File: src/rtl/change_dispenser_pkg.sv
// Shared types and constants for the change dispenser: FSM state encoding,
// denomination index type, coin count width and the denomination value table.
package change_dispenser_pkg;

  localparam int unsigned COUNT_W   = 8;
  localparam int unsigned NUM_DENOM = 4;

  typedef enum logic [1:0] {
    IDLE   = 2'd0,
    SELECT = 2'd1,
    EJECT  = 2'd2,
    DONE   = 2'd3
  } state_t;

  typedef logic [1:0]         denom_t;
  typedef logic [COUNT_W-1:0] count_t;

  // Index 0 is the largest coin so a lowest-index-first search is greedy
  localparam logic [6:0] DENOM_VALUE [NUM_DENOM] = '{7'd20, 7'd10, 7'd5, 7'd1};

  function automatic logic [6:0] denom_value(input denom_t d);
    return DENOM_VALUE[d];
  endfunction

endpackage

File: src/rtl/change_dispenser_if.sv
// Change dispenser request/ejection/refill/status bundle.
// master: requester + coin mechanism side; slave: the dispenser.
interface change_dispenser_if;
  logic       start;
  logic [6:0] change_amount;
  logic       abort;
  logic       eject_ack;
  logic       refill;
  logic [1:0] refill_denom;
  logic [7:0] refill_count;
  logic       eject_req;
  logic [1:0] eject_denom;
  logic       busy;
  logic       done;
  logic [6:0] shortfall;
  logic       timeout;
  logic [3:0] low_stock;
  logic [1:0] state;

  modport master (
    output start, change_amount, abort, eject_ack, refill, refill_denom, refill_count,
    input  eject_req, eject_denom, busy, done, shortfall, timeout, low_stock, state
  );

  modport slave (
    input  start, change_amount, abort, eject_ack, refill, refill_denom, refill_count,
    output eject_req, eject_denom, busy, done, shortfall, timeout, low_stock, state
  );
endinterface

File: src/rtl/change_dispenser_coin_inventory.sv
// Four saturating coin counters. A refill and an ejection of the same
// denomination in one cycle merge into a single update.
module coin_inventory
  import change_dispenser_pkg::*;
#(
  parameter int unsigned INIT_COUNT = 8
) (
  input  logic                    clk,
  input  logic                    rst,
  input  logic                    refill,
  input  denom_t                  refill_denom,
  input  count_t                  refill_count,
  input  logic                    dec,
  input  denom_t                  dec_denom,
  output count_t [NUM_DENOM-1:0]  count,
  output logic   [NUM_DENOM-1:0]  low_stock
);

  count_t [NUM_DENOM-1:0] count_next;
  logic   [COUNT_W+1:0]   sum;

  // Merge refill and decrement per denomination, clamp at full scale
  always_comb begin
    count_next = count;
    low_stock  = '0;
    sum        = '0;
    for (int unsigned i = 0; i < NUM_DENOM; i++) begin
      sum = {2'b00, count[i]};
      if (refill && refill_denom == denom_t'(i))
        sum = sum + {2'b00, refill_count};
      if (dec && dec_denom == denom_t'(i))
        sum = sum - 1'b1;
      count_next[i] = (sum > {2'b00, {COUNT_W{1'b1}}}) ? '1 : sum[COUNT_W-1:0];
      low_stock[i]  = (count[i] == '0);
    end
  end

  // Counter registers, loaded with INIT_COUNT on reset
  always_ff @(posedge clk) begin
    if (rst) begin
      for (int unsigned i = 0; i < NUM_DENOM; i++)
        count[i] <= count_t'(INIT_COUNT);
    end else begin
      count <= count_next;
    end
  end

endmodule

File: src/rtl/change_dispenser.sv
// Greedy change dispenser: pays change_amount one coin at a time through an
// eject_req/eject_ack handshake, largest available coin first.
// Optional ack timeout: define CHANGE_DISPENSER_TIMEOUT_EN.
module change_dispenser
  import change_dispenser_pkg::*;
#(
  parameter int unsigned INIT_COUNT     = 8,
  parameter int unsigned TIMEOUT_CYCLES = 15
) (
  input  logic                 clk,
  input  logic                 rst,
  change_dispenser_if.slave    bus
);

`ifdef CHANGE_DISPENSER_TIMEOUT_EN
  localparam bit TIMEOUT_EN = 1'b1;
`else
  localparam bit TIMEOUT_EN = 1'b0;
`endif
  localparam int unsigned TW = (TIMEOUT_CYCLES < 2) ? 1 : $clog2(TIMEOUT_CYCLES + 1);

  state_t                 state, state_next;
  logic   [6:0]           remaining;
  logic   [6:0]           shortfall;
  denom_t                 eject_denom;
  logic                   timeout_r;
  logic                   abort_lat;
  logic   [TW-1:0]        tcnt;
  count_t [NUM_DENOM-1:0] cnt;
  logic   [NUM_DENOM-1:0] low_stock;

  logic   load, pick_go, take_ack, finish, to_hit, found, tmo_reached;
  denom_t pick_idx;

  assign tmo_reached = (tcnt == TW'(TIMEOUT_CYCLES - 1));

  coin_inventory #(.INIT_COUNT(INIT_COUNT)) u_inv (
    .clk          (clk),
    .rst          (rst),
    .refill       (bus.refill),
    .refill_denom (bus.refill_denom),
    .refill_count (bus.refill_count),
    .dec          (take_ack),
    .dec_denom    (eject_denom),
    .count        (cnt),
    .low_stock    (low_stock)
  );

  // Next-state decision and datapath strobes for the payout sequence
  always_comb begin
    state_next = state;
    load       = 1'b0;
    pick_go    = 1'b0;
    take_ack   = 1'b0;
    finish     = 1'b0;
    to_hit     = 1'b0;
    found      = 1'b0;
    pick_idx   = '0;
    for (int unsigned i = 0; i < NUM_DENOM; i++) begin
      if (!found && denom_value(denom_t'(i)) <= remaining && cnt[i] != '0) begin
        found    = 1'b1;
        pick_idx = denom_t'(i);
      end
    end
    case (state)
      IDLE: if (bus.start) begin
        load       = 1'b1;
        state_next = SELECT;
      end
      SELECT: begin
        // remaining==0 also lands here, giving shortfall 0
        if (remaining == '0 || abort_lat || bus.abort || !found) begin
          finish     = 1'b1;
          state_next = DONE;
        end else begin
          pick_go    = 1'b1;
          state_next = EJECT;
        end
      end
      EJECT: begin
        if (bus.eject_ack) begin
          take_ack   = 1'b1;
          state_next = SELECT;
        end else if (TIMEOUT_EN && tmo_reached) begin
          to_hit     = 1'b1;
          finish     = 1'b1;
          state_next = DONE;
        end
      end
      DONE:    state_next = IDLE;
      default: state_next = IDLE;
    endcase
  end

  // FSM state register
  always_ff @(posedge clk) begin
    if (rst) state <= IDLE;
    else     state <= state_next;
  end

  // Payout datapath: remaining, shortfall, selected coin, abort and timeout
  always_ff @(posedge clk) begin
    if (rst) begin
      remaining   <= '0;
      shortfall   <= '0;
      eject_denom <= '0;
      timeout_r   <= 1'b0;
      abort_lat   <= 1'b0;
      tcnt        <= '0;
    end else begin
      if (load) begin
        remaining <= bus.change_amount;
        shortfall <= '0;
        timeout_r <= 1'b0;
      end
      if (take_ack) remaining   <= remaining - denom_value(eject_denom);
      if (pick_go)  eject_denom <= pick_idx;
      if (finish)   shortfall   <= remaining;
      if (to_hit)   timeout_r   <= 1'b1;
      if (state == IDLE)  abort_lat <= 1'b0;
      else if (bus.abort) abort_lat <= 1'b1;
      if (state != EJECT) tcnt <= '0;
      else                tcnt <= tcnt + 1'b1;
    end
  end

  assign bus.eject_req   = (state == EJECT);
  assign bus.eject_denom = eject_denom;
  assign bus.busy        = (state != IDLE);
  assign bus.done        = (state == DONE);
  assign bus.shortfall   = shortfall;
  assign bus.timeout     = TIMEOUT_EN ? timeout_r : 1'b0;
  assign bus.low_stock   = low_stock;
  assign bus.state       = state;

endmodule

File: src/flat_wrapper.sv
// flat-port wrapper written by rule: the top's interface ports become plain ports
module change_dispenser_flat import change_dispenser_pkg::*;
#(
  parameter int unsigned INIT_COUNT     = 8,
  parameter int unsigned TIMEOUT_CYCLES = 15
)
  (clk, rst, bus_start, bus_change_amount, bus_abort, bus_eject_ack, bus_refill, bus_refill_denom, bus_refill_count, bus_eject_req, bus_eject_denom, bus_busy, bus_done, bus_shortfall, bus_timeout, bus_low_stock, bus_state);
  change_dispenser_if bus_i ();
  input  logic clk;
  input  logic rst;
  input wire logic [$bits(bus_i.start)-1:0] bus_start;
  input wire logic [$bits(bus_i.change_amount)-1:0] bus_change_amount;
  input wire logic [$bits(bus_i.abort)-1:0] bus_abort;
  input wire logic [$bits(bus_i.eject_ack)-1:0] bus_eject_ack;
  input wire logic [$bits(bus_i.refill)-1:0] bus_refill;
  input wire logic [$bits(bus_i.refill_denom)-1:0] bus_refill_denom;
  input wire logic [$bits(bus_i.refill_count)-1:0] bus_refill_count;
  output wire logic [$bits(bus_i.eject_req)-1:0] bus_eject_req;
  output wire logic [$bits(bus_i.eject_denom)-1:0] bus_eject_denom;
  output wire logic [$bits(bus_i.busy)-1:0] bus_busy;
  output wire logic [$bits(bus_i.done)-1:0] bus_done;
  output wire logic [$bits(bus_i.shortfall)-1:0] bus_shortfall;
  output wire logic [$bits(bus_i.timeout)-1:0] bus_timeout;
  output wire logic [$bits(bus_i.low_stock)-1:0] bus_low_stock;
  output wire logic [$bits(bus_i.state)-1:0] bus_state;
  assign bus_i.start = bus_start;
  assign bus_i.change_amount = bus_change_amount;
  assign bus_i.abort = bus_abort;
  assign bus_i.eject_ack = bus_eject_ack;
  assign bus_i.refill = bus_refill;
  assign bus_i.refill_denom = bus_refill_denom;
  assign bus_i.refill_count = bus_refill_count;
  assign bus_eject_req = bus_i.eject_req;
  assign bus_eject_denom = bus_i.eject_denom;
  assign bus_busy = bus_i.busy;
  assign bus_done = bus_i.done;
  assign bus_shortfall = bus_i.shortfall;
  assign bus_timeout = bus_i.timeout;
  assign bus_low_stock = bus_i.low_stock;
  assign bus_state = bus_i.state;
  change_dispenser #(.INIT_COUNT(INIT_COUNT), .TIMEOUT_CYCLES(TIMEOUT_CYCLES)) u_core (.clk(clk), .rst(rst), .bus(bus_i));
endmodule
File: config.mk
export PLATFORM = sky130hd
export DESIGN_NAME = change_dispenser_flat
export DESIGN_NICKNAME = d
export VERILOG_FILES = /design/src/rtl/change_dispenser_pkg.sv /design/src/rtl/change_dispenser_if.sv /design/src/rtl/change_dispenser_coin_inventory.sv /design/src/rtl/change_dispenser.sv /design/src/flat_wrapper.sv
export SDC_FILE = /design/constraint.sdc
export NUM_CORES = 1
export LEC_CHECK = 0
export CAP_MARGIN = 20
export CORE_MARGIN = 2
export CORE_UTILIZATION = 55
export CTS_BUF_LIST = sky130_fd_sc_hd__clkbuf_8
export DETAILED_ROUTE_END_ITERATION = 16
export HOLD_SLACK_MARGIN = 0.12
export PLACE_DENSITY = 0.76
export SKIP_LAST_GASP = 1
export SYNTH_ARGS = -nofsm -noshare
export SYNTH_HDL_FRONTEND = slang
export SYNTH_HIERARCHICAL = 1
export SYNTH_SLANG_ARGS = --single-unit
File: constraint.sdc
create_clock -name clk -period 3.44 [get_ports clk]
set_clock_uncertainty 0.1 [all_clocks]
set_input_delay 0.516 -clock clk [delete_from_list [all_inputs] [get_ports clk]]
set_output_delay 0.516 -clock clk [all_outputs]
set_load 0.05 [all_outputs]
==> results of run 1 <==
==> worst reg2reg max path: cells and delay by family, from the launching register on <==
| family | cells | cell delay (ns) |
|---|---|---|
| fa+ha+maj | 3 | 0.88 |
| buf+inv | 1 | 0.07 |
| compound gates | 3 | 0.63 |
| simple gates | 5 | 0.70 |
| flops | 1 | 0.43 |
==> final cells by class <==
class | instances | share of cell area
clock buffers | 6 | 0.0134
clock inverters | 2 | 0.00630
inverters | 26 | 0.0158
multi-input cells | 527 | 0.625
flip-flops and latches | 51 | 0.166
well taps | 111 | 0.0226
repair buffers | 111 | 0.151
==> final timing paths <==
kind / start / endpoint / slack (ns) / depth (start not counted)
worst max-delay path: bus_refill_count[1] / u_core/u_inv/count[17] / 0.17 / 11
worst min-delay path: u_core/bus.shortfall[1] / u_core/bus.shortfall[1] / 0.47 / 2
worst max register to register: u_core/u_inv/count[0] / u_core/u_inv/count[3] / 0.49 / 12
worst min register to register: u_core/bus.shortfall[1] / u_core/bus.shortfall[1] / 0.47 / 2
==> state kept, by name (all words and copies together) (netlist names) <==
name                    flops
u_core/abort_lat            1
u_core/bus.shortfall        7
u_core/u_inv/count         32
u_core/remaining            7
u_core/bus.eject_denom      2
u_core/bus.state            2
==> logic make-up (layout without fill, tap and decap cells) <==
kind of cell | Yosys count | in the layout | synth area share
other cells | 1 | 1 | 0.000740
simple gates | 260 | 260 | 0.288
buf+inv | 49 | 145 | 0.0417
flops | 51 | 51 | 0.201
xor+xnor | 33 | 33 | 0.0570
compound gates | 162 | 162 | 0.237
mux | 25 | 25 | 0.0528
fa+ha+maj | 46 | 46 | 0.121
==> synth_stat cells, drive strengths merged (14+ instances only) <==
| cell type | n | area share |
|---|---|---|
| a21oi | 36 | 0.036 |
| nand3 | 23 | 0.024 |
| a211oi | 14 | 0.023 |
| ha | 41 | 0.10 |
| o21ai | 28 | 0.029 |
| inv | 26 | 0.019 |
| or4 | 14 | 0.022 |
| nor2 | 51 | 0.038 |
| xnor2 | 22 | 0.038 |
| nand2 | 55 | 0.041 |
| nor4 | 15 | 0.024 |
| and3 | 14 | 0.018 |
| dfxtp | 51 | 0.20 |
| nor3 | 15 | 0.016 |
| mux2i | 14 | 0.028 |
==> layer usage <==
metal  wire length, um  vias to the layer above
li1                  -                     2553
met1              6060                     2462
met2              7060                      141
met3               589                       22
met4               300                        0
met5                 0                        -
==> metrics by stage <==
stage | worst slack [ns] | power [W]
after CTS | 0.0649 | 0.00211
final | 0.175 | 0.00212
after global placement | -0.111 | 0.00162
after detailed placement | -0.255 | 0.00165
after global routing | 0.0109 | 0.00224
after floorplan | 0.0891 | 0.00136
==> report_power, final <==
part	switching (W)	internal [W]	total, W
logic	0.000524	0.000424	0.000949
clock network	0.000219	0.000240	0.000459
registers	0.0000735	0.000639	0.000712
==> results.py, run 1 <==
metrics = {
    "clocking": {
        "cts_tree": "done",
        "cts_buffers": 5,
        "ctsHoldBuffers": 0,
        "clk_latency_ns": 0.31,
        "cts_root_buffer": "clkbuf_8",
        "ctsLongestPathBuffers": 2,
        "post-cts-setup-buffers": 0,
        "htree_levels": 2,
        "post_cts_resize_count": 0,
        "clkSinkCount": 51,
        "clkTransAtPathRegs_ns": 0.11,
    },
    "timing": {
        "hold_viol_final": 0,
        "fin_crit_ns": 3.27,
        "worstMarginPinSlew_ns": 0.679,
        "fmaxAchievable_mhz": 306,
        "timing.final.crit_share": 0.949,
        "drv_slew": 0,
        "fin_hold_ws_ns": 0.472,
        "final.setup.tns_ns": 0,
        "rsz0062_at_grt": "false",
        "max_slew_margin": 0.546,
        "setup_violations": 0,
    },
    "finish": {
        "multi_input_area_um2": 3850,
        "antenna_cells": 0,
        "final.fill_count": 735,
        "seq_area_um2": 1020,
        "syn_to_final_growth_pct": 21.5,
        "drive_gt1_frac": 0.181,
        "final_util": 0.676,
        "final_nets": 791,
        "fin_area_um2": 6160,
        "final_common_cell": "buf_4",
        "final_cell_mix": "buf_4 (71), nand2_1 (55), nor2_1 (51), dfxtp_1 (51), ha_1 (41)",
        "layout.cells.non_filler": 834,
    },
    "floorplan": {
        "dieArea_um2": 10000,
        "start_util": 0.556,
        "die_h_um": 100,
        "coreArea_um2": 9110,
        "num_rows": 35,
        "pin_count": 42,
        "dieWidth_um": 100,
    },
    "critical_path": {
        "cp_num_buf_inv": 3,
        "cpPeakStageDelay_ns": 0.58,
        "cpMaxStageDelayCell": "clkdlybuf4s50_1",
        "startpoint_type": "input pin",
        "cp_top_family": "compound AO/OA/AOI/OAI gates",
        "end_kind": "register",
        "crit_chain": "clkdlybuf4s50_1, inv_2, fa_1, nor2b_1, o31a_1, mux2i_1, o21ai_0, buf_4, o41ai_2, o311ai_4, o21ai_1",
        "worstPathArrival_ns": 3.40,
        "crit_fanout": 7,
        "worstSetupPathType": "in -> reg",
        "worst_ep_required_time_ns": 3.58,
    },
    "power_and_ir_drop": {
        "total_leakage_power_nw": 2.56,
        "p_per_area_nw_per_um2": 344,
        "ir_drop_uv": 254,
    },
    "route": {
        "drtAntennaViolNets": 0,
        "routed_via_density": 6.21,
        "wire_per_inst_um": 16.8,
        "routed_wl_mm": 14.0,
        "vias": 5178,
        "dr.pass1.iters": 5,
        "drt-initial-drc-count": 273,
        "drc": 0,
    },
    "global_route": {
        "grt-busiest-layer": "met2",
        "grt_start_max_net_pins": 35,
        "grt_pass1_vias": 4951,
        "grt_first_pass_wirelength_mm": 22.9,
        "use_met3": 0.0279,
        "grt.total_usage": 0.281,
        "grtUsageMet1": 0.349,
        "grtUsageMet2": 0.509,
        "grt-ovfl-total": 0,
        "antenna_found_initial": 0,
    },
    "synth": {
        "ys.flop_type": "dfxtp_1",
        "synth_warnings": 6,
        "synth-edff-count": 0,
        "netlist_instances": 627,
        "synth_nets": 696,
        "synth.distinct_cells": 87,
        "syn_area_um2": 5070,
        "ys_ff_latch": 51,
        "avgSynthCellArea_um2": 8.08,
        "ys_seq_area_frac": 0.201,
        "ys_async_sr_fraction": 0,
    },
    "min_path": {
        "hp-class": "reg -> reg",
    },
    "job": {
        "drv_cap": 0,
    },
    "placement": {
        "place_inst": 826,
        "post-dp-hpwl_mm": 10.9,
        "dpl_cell_area_um2": 6030,
        "gp_congestion": 0.937,
        "io_buffers": 40,
    },
    "outcome": {
        "status": "complete, no violations",
    },
}
(Power assumes the default switching activity.)
==> run 2, diff against run 1 <==
--- a/config.mk
+++ b/config.mk
@@ -6,7 +6,7 @@
 export NUM_CORES = 1
 export LEC_CHECK = 0
 export CAP_MARGIN = 20
-export CORE_MARGIN = 2
+export CORE_MARGIN = 3
 export CORE_UTILIZATION = 55
 export CTS_BUF_LIST = sky130_fd_sc_hd__clkbuf_8
 export DETAILED_ROUTE_END_ITERATION = 16
==> run 2 against run 1 <==
Against the previous run: combinational power rose by 0.5%; clock-buffer cell count unchanged; hold slack lost 0.022 ns; worst setup slack better by 0.072 ns; final area is 0.28% lower; via count shrank 0.48%; die area increased by 4.0%; flip-flop and latch count did not move; register-to-register slack got worse by 0.06 ns; sequential power about the same; maximum frequency increased by 2.3%; routed wire length up 0.54%.
==> results.py, run 2 (same netlist as run 1, synthesis figures left out) <==
metrics = {
    "outcome": {
        "status": "complete, no violations",
    },
    "route": {
        "wire_per_inst_um": 17.0,
        "routed_wl_mm": 14.1,
        "drc": 0,
        "dr.pass1.iters": 5,
        "vias": 5153,
        "drt-initial-drc-count": 301,
        "routed_via_density": 6.22,
        "drtAntennaViolNets": 0,
    },
    "finish": {
        "largestRegisters": "u_core/u_inv/count: 32 flops, u_core/bus.shortfall: 7 flops, u_core/remaining: 7 flops",
        "final_nets": 788,
        "drive_gt1_frac": 0.178,
        "top_register": "u_core/u_inv/count",
        "final.fill_count": 713,
        "syn_to_final_growth_pct": 21.2,
        "antenna_cells": 0,
        "largest_reg_flops": 32,
        "final_common_cell": "buf_4",
        "final_cell_mix": "buf_4 (68), nand2_1 (55), nor2_1 (51), dfxtp_1 (51), ha_1 (41)",
        "final_util": 0.694,
        "fin_area_um2": 6140,
    },
    "global_route": {
        "grt_first_pass_wirelength_mm": 23.2,
        "grt_start_max_net_pins": 40,
        "grt.total_usage": 0.273,
        "grt-ovfl-total": 0,
        "grt_pass1_vias": 5082,
        "antenna_found_initial": 0,
    },
    "critical_path": {
        "cpPeakStageDelay_ns": 0.43,
        "worst_ep_required_time_ns": 3.52,
        "crit_chain": "clkdlybuf4s50_1, buf_4, ha_1, o211ai_1, o2111a_1, a211oi_4, nand4_2, or3_4, o311ai_4, o21ai_1",
        "startpoint_type": "input pin",
        "worstPathArrival_ns": 3.27,
        "cpMaxStageDelayCell": "clkdlybuf4s50_1",
        "timing.rr.start": "u_core/u_inv/count[16]",
        "crit_start": "bus_refill_count[2]",
        "end_kind": "register",
        "crit_fanout": 7,
        "worstSetupPathType": "in -> reg",
    },
    "clocking": {
        "cts_buffers": 5,
        "post-cts-setup-buffers": 0,
        "clkTransAtPathRegs_ns": 0.10,
        "clk_latency_ns": 0.31,
        "cts_tree": "done",
        "clkSinkCount": 51,
        "cts_root_buffer": "clkbuf_8",
        "htree_levels": 2,
        "ctsLongestPathBuffers": 2,
    },
    "timing": {
        "timing.final.crit_share": 0.928,
        "setup_violations": 0,
        "worstMarginPinSlew_ns": 0.698,
        "hold_viol_final": 0,
        "rsz0062_at_grt": "false",
        "fin_crit_ns": 3.19,
        "fmaxAchievable_mhz": 313,
        "drv_slew": 0,
        "max_slew_margin": 0.535,
    },
    "floorplan": {
        "pin_count": 42,
        "dieArea_um2": 10400,
        "num_rows": 34,
        "die_h_um": 102,
        "dieWidth_um": 102,
        "start_util": 0.573,
        "coreArea_um2": 8850,
    },
    "job": {
        "drv_cap": 0,
    },
    "placement": {
        "dpl_cell_area_um2": 6000,
        "io_buffers": 40,
        "gp_congestion": 0.944,
        "post-dp-hpwl_mm": 10.9,
    },
    "min_path": {
        "min-delay-start": "u_core/abort_lat",
        "hp-class": "reg -> reg",
    },
    "power_and_ir_drop": {
        "ir_drop_uv": 258,
        "p_per_area_nw_per_um2": 344,
        "total_leakage_power_nw": 2.57,
    },
}
run 2: cell type report:
type                       count  area, um2  area share
multi-input combinational    527       3860       0.628
clock buffer                   6       82.6      0.0134
timing repair buffer         108        911       0.148
inverter                      26       97.6      0.0159
tap                          108        135      0.0220
sequential                    51       1020       0.166
clock inverter                 2       35.0     0.00570
run 2: routing by layer:
| metal | global-route usage | wire length, um | share of wire | up-vias |
|---|---|---|---|---|
| met1 | 0.336 | 5980 | 0.43 | 2417 |
| met4 | 0.0878 | 353 | 0.025 | 0 |
| met3 | 0.0300 | 660 | 0.047 | 37 |
| met2 | 0.496 | 7080 | 0.50 | 149 |
| met5 | 0 | 0 | 0 | - |
| li1 | - | - | - | 2550 |
run 2: through the flow:
stage	TNS (ns)	total power, W	setup slack, ns	instances	hold WS [ns]
global placement	-1.64	0.00162	-0.0911	820	0.402
global route	0	0.00223	0.0790	828	0.500
detailed placement	-4.69	0.00166	-0.278	820	0.423
floorplan	0	0.00136	0.0891	627	0.374
finish	0	0.00211	0.247	828	0.449
CTS	0	0.00211	0.0646	828	0.448
run 2: critical path, delay by kind of cell:
kind | cells | cell delay [ns]
AO/OA/AOI/OAI | 5 | 1.22
buffers and inverters | 2 | 0.60
adder cells (fa/ha/maj) | 1 | 0.37
AND/OR/NAND/NOR | 2 | 0.56
run 2: where the power goes:
group          internal, W  total [W]  switching [W]  leakage [nW]
clock             0.000236   0.000448       0.000212        0.0612
combinational     0.000425   0.000954       0.000529          2.09
sequential        0.000639   0.000710      0.0000716         0.416
total              0.00130    0.00211       0.000813          2.57
run 2: repair_timing:
item | in CTS | in global routing
pin swaps | 0 | 0
endpoints found under the setup margin | 2 | 25
gates resized for setup | 1 | 4
hold buffers | 0 | 0
gates cloned | 0 | 0
run 2: final timing paths:
kind | end | slack (ns) | cells after the start
max | u_core/u_inv/count[21] | 0.25 | 10
min | u_core/abort_lat | 0.45 | 2
max reg2reg | u_core/u_inv/count[21] | 0.43 | 10
min reg2reg | u_core/abort_lat | 0.45 | 2
